--- src/rtl/frame_store_responder.sv ---
// frame_store_responder: responder end of the de_ frame-store bus.
// Posts writes through a one-entry buffer (acked at once) and services reads
// against a single-port SRAM, acking them only once the read data is captured.
// The mem_* registers double as the write buffer: while they hold a write
// (mem_en=1, mem_we!=0) the buffer is full.

module frame_store_responder #(
    parameter int RD_LAT = 2
) (
    input  logic        clk,
    input  logic        rst_n,
    input  logic        de_req,
    output logic        de_ack,
    input  logic [17:0] de_addr,
    input  logic [3:0]  de_nbyte,
    input  logic        de_rnw,
    input  logic [31:0] de_w_data,
    output logic [31:0] de_r_data,
    output logic        mem_en,
    input  logic        mem_ready,
    output logic [3:0]  mem_we,
    output logic [17:0] mem_addr,
    output logic [31:0] mem_wdata,
    input  logic [31:0] mem_rdata,
    output logic        fs_idle
);

    typedef enum logic [2:0] {
        IDLE,
        WR_WAIT,
        RD_ISSUE,
        RD_WAIT,
        ACK
    } state_t;

    state_t      state;
    logic [17:0] req_addr;
    logic [3:0]  req_we;
    logic [31:0] req_wdata;
    logic [2:0]  lat_cnt;

    logic        port_free;
    logic        read_on_port;

    // The port can take a new access next cycle if it is empty or its current occupant retires now.
    assign port_free    = !mem_en || mem_ready;
    assign read_on_port = mem_en && (mem_we == 4'b0000);

    // Outside IDLE a request is in flight; in IDLE the port can only hold a buffered write.
    assign fs_idle = (state == IDLE) && !mem_en && !de_req;

    // Request FSM, write buffer drain and read capture, all registered on the rising edge.
    always_ff @(posedge clk or negedge rst_n) begin
        if (!rst_n) begin
            state     <= IDLE;
            de_ack    <= 1'b0;
            de_r_data <= 32'h0;
            mem_en    <= 1'b0;
            mem_we    <= 4'h0;
            mem_addr  <= 18'h0;
            mem_wdata <= 32'h0;
            req_addr  <= 18'h0;
            req_we    <= 4'h0;
            req_wdata <= 32'h0;
            lat_cnt   <= 3'h0;
        end else begin
            de_ack <= 1'b0;

            if (mem_en && mem_ready) begin
                mem_en <= 1'b0;
                mem_we <= 4'h0;
            end

            case (state)
                IDLE: begin
                    if (de_req && !de_ack) begin
                        req_addr  <= de_addr;
                        req_we    <= ~de_nbyte;
                        req_wdata <= de_w_data;
                        if (de_rnw) begin
                            state <= RD_ISSUE;
                            if (port_free) begin
                                mem_en   <= 1'b1;
                                mem_we   <= 4'h0;
                                mem_addr <= de_addr;
                            end
                        end else if (de_nbyte == 4'hF) begin
                            state  <= ACK;
                            de_ack <= 1'b1;
                        end else if (port_free) begin
                            mem_en    <= 1'b1;
                            mem_we    <= ~de_nbyte;
                            mem_addr  <= de_addr;
                            mem_wdata <= de_w_data;
                            state     <= ACK;
                            de_ack    <= 1'b1;
                        end else begin
                            state <= WR_WAIT;
                        end
                    end
                end

                WR_WAIT: begin
                    if (port_free) begin
                        mem_en    <= 1'b1;
                        mem_we    <= req_we;
                        mem_addr  <= req_addr;
                        mem_wdata <= req_wdata;
                        state     <= ACK;
                        de_ack    <= 1'b1;
                    end
                end

                RD_ISSUE: begin
                    if (read_on_port) begin
                        if (mem_ready) begin
                            state   <= RD_WAIT;
                            lat_cnt <= 3'(RD_LAT - 1);
                        end
                    end else if (port_free) begin
                        mem_en   <= 1'b1;
                        mem_we   <= 4'h0;
                        mem_addr <= req_addr;
                    end
                end

                RD_WAIT: begin
                    if (lat_cnt == 3'h0) begin
                        de_r_data <= mem_rdata;
                        de_ack    <= 1'b1;
                        state     <= ACK;
                    end else begin
                        lat_cnt <= lat_cnt - 3'h1;
                    end
                end

                ACK: begin
                    state <= IDLE;
                end

                default: begin
                    state <= IDLE;
                end
            endcase
        end
    end

endmodule

--- config.mk ---
export PLATFORM = sky130hd
export DESIGN_NAME = frame_store_responder
export DESIGN_NICKNAME = d
export VERILOG_FILES = /design/src/rtl/frame_store_responder.sv
export SDC_FILE = /design/constraint.sdc
export NUM_CORES = 1
export LEC_CHECK = 0
export CORE_MARGIN = 2
export CORE_UTILIZATION = 45
export CTS_CLUSTER_SIZE = 40
export DETAILED_ROUTE_END_ITERATION = 8
export DONT_BUFFER_PORTS = 1
export PLACE_DENSITY = 0.64
export SLEW_MARGIN = 10
export SYNTH_ARGS = -nofsm -noshare
export SYNTH_HDL_FRONTEND = slang
export SYNTH_SLANG_ARGS = --single-unit
--- constraint.sdc ---
create_clock -name clk -period 1.87 [get_ports clk]
set_input_delay 0.561 -clock clk [delete_from_list [all_inputs] [get_ports clk]]
set_output_delay 0.561 -clock clk [all_outputs]
set_load 0.005 [all_outputs]
**Yosys cells after proc, flatten, opt, wreduce, memory -nomap -nowiden**

Index checks and enable logic that the tools add are counted.

- Muxes and demuxes: 48
- Equal/unequal tests: 15
- $add $sub $neg: 1
- Bitwise gates (word level): 1
- Reductions and logical operators: 21

Operators with widths:

| operator | number |
|---|---|
| 32-bit two-way mux | 5 |
| 18-bit two-way mux | 6 |
| 32-bit one-hot mux with 2 select lines | 1 |
| 18-bit one-hot mux with 3 select lines | 1 |
| 3-bit two-way mux | 11 |
| 4-bit two-way mux | 8 |
| 2-bit inequality test, second input constant | 9 |
| 3-bit one-hot mux with 4 select lines | 1 |
| 4-bit one-hot mux with 3 select lines | 1 |
| 1-bit two-way mux | 11 |
| 4-bit AND reduction | 2 |
| 3-bit by 2-bit == test with 1-bit output, second input constant | 2 |
| 3-bit zero test | 2 |
| 1-bit one-hot mux with 3 select lines | 2 |
| 3-bit one-hot mux with 2 select lines | 1 |
| 6-bit AND reduction | 1 |
| 1-bit logical AND | 5 |
| 5-bit AND reduction | 1 |
| 4-bit == test, second input constant | 1 |
| 4-bit zero test | 1 |
| 4-bit inverter | 1 |
| 2-bit AND reduction | 2 |
| 2-bit nonzero test | 2 |
| 3-bit by 1-bit == test with 1-bit output, second input constant | 1 |
| other kinds (6) | 8 |

- Logic and storage cells: 97
- Output and inout port bits: 89
- Register bits after elaboration: 148

**Longest topological paths before layout**

- Word-level depth: 7
- Depth in mapped cells: 7
- Mapped depth without buffers: 6

**Worst setup path after synthesis**

No wires, ideal clock.

- Path kind: input to register
- Start point: in de_req
- End point: reg mem_addr[10]
- Required time: 1.745 ns
- Setup slack: -0.145 ns
- Stages: 5
- Buffers on the path: 1
- Data arrival time: 1.890 ns
- Setup time: 0.125 ns
- Cell sequence: and2b_1 > o31ai_2 > nor4_4 > buf_8 > mux2_4

- Word-level cells in the longest chain between the ends: 3

RTL lines:

| element | line | source |
|---|---|---|
| start: declaration | 12 | `input logic de_req,` |
| 1-bit logical AND | 76 | `if (de_req && !de_ack) begin` |
| 2-bit by 1-bit inequality test with 1-bit output (no line) | -- |  |
| 4-bit AND reduction (no line) | -- |  |
| end signal: assignment | 85 | `mem_addr <= de_addr;` |
| end signal: assignment | 93 | `mem_addr <= de_addr;` |
| end signal: assignment | 107 | `mem_addr <= req_addr;` |
| end: declaration | 22 | `output logic [17:0] mem_addr,` |

Every way passes these cells.
A chain may end at the register's enable or synchronous reset.

**Worst setup path in the final report**

- Start point: reg state[0]
- End point: out fs_idle

- Word-level cells in the longest chain between the ends: 3

RTL lines:

| element | line | source |
|---|---|---|
| start: declaration | 36 | `state_t state;` |
| start signal: assignment | 55 | `state <= IDLE;` |
| start signal: assignment | 81 | `state <= RD_ISSUE;` |
| start signal: assignment | 88 | `state <= ACK;` |
| 3-bit zero test | 50 | `assign fs_idle = (state == IDLE) && !mem_en && !de_req;` |
| 1-bit logical AND (2 in a row) | 50 |  |
| end: declaration | 25 | `output logic fs_idle` |

Every way passes these cells.

==> key figures <==
Power
  • Switch share: 0.310
  • Combinational Power Share: 0.438
  • Tot Pwr: 16.3 mW
  • Switching pwr: 5.05 mW
  • Leak: 3.73 nW
  • PD cells: 1930 nW/um^2
  • Maximum VDD drop: 0.774 mV
  • Internal cell power: 11.2 mW
  • Seq pwr share: 0.367
  • Clock Power Share: 0.196

STA
  • Clock Skew: 0.00552 ns
  • Highest clock rate: 465 MHz
  • Max-Slew Margin vs Limit: 0.664
  • Endpoints failing hold: 148
  • Final period utilization: 1.15
  • Endpoints failing setup: 55
  • Worst-margin pin slew: 0.500 ns
  • Fin. max-slew vios: 0
  • RSZ-0062 raised after global routing: yes
  • Hold Slack: -0.166 ns
  • Minimum clock period: 2.15 ns
  • Final worst slack: -0.283 ns

Layout
  • # nets final: 611
  • FILL cells: 1097
  • Area Overhead vs Synth: 27.8%
  • Ant diodes: 0
  • Area used by multi-input combinational logic: 3100 um^2
  • Most frequent cells in the layout: 148 x dfrtp_1, 122 x mux2_2, 63 x mux2_4
  • Ratio of cells with drive above 1 in the final layout: 0.574
  • Register area: 3700 um^2
  • Most common cell after layout, fill and taps aside: dfrtp_1
  • Post-route cell area: 8450 um^2
  • Post-layout util: 0.586

Route
  • Pre-antenna DRT Iters: 4
  • Wirelength, routed: 16000 um
  • Vias: 4076
  • DR iter-0 viols: 237
  • Detail Route Antenna Nets: 0
  • Vias per cell: 5.70
  • Routed length per placed instance: 22.4 um
  • Post-route DRC: 0

Clocking
  • Sink Count: 148
  • Clock transition at the registers of the reported paths: 0.06 ns
  • Clock latency on the worst-skew pair: 0.42 ns
  • Root Buffer: clkbuf_16
  • Worst-case clock buffer depth: 2
  • CTS H-tree lvls: 4
  • TritonCTS clock tree: done
  • Cts bufs inserted: 17

Synthesis
  • Synth Area in Simple Gates: 0.0446
  • Synth Area in Compound Gates: 0.0424
  • Seq/Total Area, Yosys: 0.560
  • Largest cells by area after synthesis: dfrtp_1 56%, mux2_2 29%, mux2_4 2.3%
  • Seq cells post-synth: 148
  • XOR/XNOR share of the synthesized area: 0
  • Netlist cell types: 43
  • Synth Area per Inst: 14.4 um^2
  • Post-synth top area share: 0.560
  • Main combinational cell family by area after synthesis: multiplexers
  • Ys flop type: dfrtp_1
  • Post-Syn Area: 6610 um^2
  • YS warnings: 0
  • Multiplexer share of the synthesized area: 0.322
  • Synth Instances: 459
  • Adder-Cell Fraction of Synth Area: 0.00378
  • Number of synthesized flops with an enable pin: 0
  • Async S/R FF share, synth: 1.00
  • Synth area leader: dfrtp_1
  • Post-synth net total: 552

Die
  • Initial Util: 0.459
  • Core region area: 14400 um^2
  • Site row count: 44
  • Die X: 125 um
  • I/O pin count: 180
  • Die ar.: 15700 um^2
  • Die H: 125 um

Critical path
  • WP data required: 1.31 ns
  • Crit. End Element: primary output
  • CP arrival: 1.59 ns
  • Crit-path max FO: 4
  • Worst setup SP type: register
  • Worst Setup Path Type: reg2out

GRT
  • Global router's overall resource usage: 0.195
  • Initial antenna violation count: 0
  • Pin count of the biggest net entering global routing: 149
  • Remaining global-route overflow: 0
  • First-pass GRT wire length: 23800 um
  • Vias in the first global route: 4344

Placement
  • Port Buffer Count: 0
  • DPL Wire Length: 9080 um
  • Dpl cell area: 7070 um^2
  • Placer congestion estimate: 0.878

Job
  • Max-Cap Viols: 0

Min path
  • Type of the tightest min-delay check: in2async

Run status
  • Outcome: complete, but fails checks
  • Failing checks: negative hold slack, negative setup slack
-- timing repair --
item | 4_1_cts | 5_1_grt
buffers inserted | 17 | 6
gates cloned | 9 | 4
resized for setup | 32 | 77
hold endpoints to repair | 148 | 148
setup endpoints to repair | 23 | 53
pin swaps | 6 | 11
-- registers in the layout, indices dropped and copies added, names as in the netlist --
register,count
mem_we,4
de_r_data,32
lat_cnt,3
de_ack,1
req_addr,18
mem_en,1
mem_wdata,32
req_we,4
mem_addr,18
state,3
req_wdata,32
-- power groups by stage --
stage	Sequential (mW)	Clock, mW	Combinational, mW
floorplan	5.66	0	3.94
global placement	5.93	0	4.83
detailed placement	6.00	0	5.04
CTS	5.95	3.27	6.35
global route	6.16	3.43	7.58
finish	5.97	3.19	7.12
-- path summary, 6_finish.rpt --
| kind | start | endpoint | slack, ns | cells after the start |
|---|---|---|---|---|
| min in group clk | de_nbyte[3] | req_we[3] | 0.25 | 1 |
| max in group asynchronous | rst_n | de_r_data[11] | 1.77 | 0 |
| worst min-delay path | rst_n | mem_addr[7] | -0.17 | 0 |
| worst min register to register | req_we[0] | req_we[0] | 0.48 | 2 |
| worst max-delay path | state[0] | fs_idle | -0.28 | 4 |
| worst max register to register | state[1] | mem_wdata[17] | -0.27 | 9 |
-- metal layers --
| metal | part of all wire | up-vias | global-route usage |
|---|---|---|---|
| met2 | 0.51 | 156 | 0.322 |
| met5 | 0 | - | 0 |
| met1 | 0.39 | 2106 | 0.225 |
| met3 | 0.082 | 24 | 0.0911 |
| met4 | 0.014 | 0 | 0.0654 |
| li1 | - | 1790 | - |
-- layout make-up --
cell class,count,area share
clock buffer,20,0.0528
clock inverter,12,0.0127
inverter,10,0.00444
multi-input combinational,278,0.366
sequential,148,0.438
tap,184,0.0272
timing repair buffer,63,0.0981
-- worst max-delay path, stage by stage, from the launching register on --
cell and delay (ns):
dfrtp_1 0.39, or3_4 0.40, buf_6 0.14, nor3_4 0.12
buf_6 0.12
-- Yosys cell counts (all sizes together) (2+ instances only) --
cell / n
o221ai: 4
a21oi: 8
o21ai: 10
a31oi: 2
ha: 2
nand2: 11
buf: 21
a22oi: 3
nand4: 4
o31ai: 2
mux2: 185
nor3: 6
nor2: 12
nor2b: 2
clkbuf: 2
nor4: 2
o2bb2ai: 2
dfrtp: 148
nand2b: 5
nand3: 3
inv: 10
-- per-stage QoR --
step                      worst slack, ns  instances  TNS, ns
after floorplan                    -0.125        459    -1.25
after CTS                          -0.314        709    -5.48
after detailed placement          -0.0933        653    -1.42
final                              -0.283        715   -11.76
after global routing               -0.342        715   -16.60
after global placement            -0.0681        653    -1.05
-- logic make-up (layout without fill, tap and decap cells) --
family,after synthesis,count (layout)
adder cells (fa/ha/maj),2,2
flip-flops,148,148
AND/OR/NAND/NOR,51,51
buffers and inverters,33,105
multiplexers,186,186
AO/OA/AOI/OAI,39,39
(Power assumes the default switching activity.)
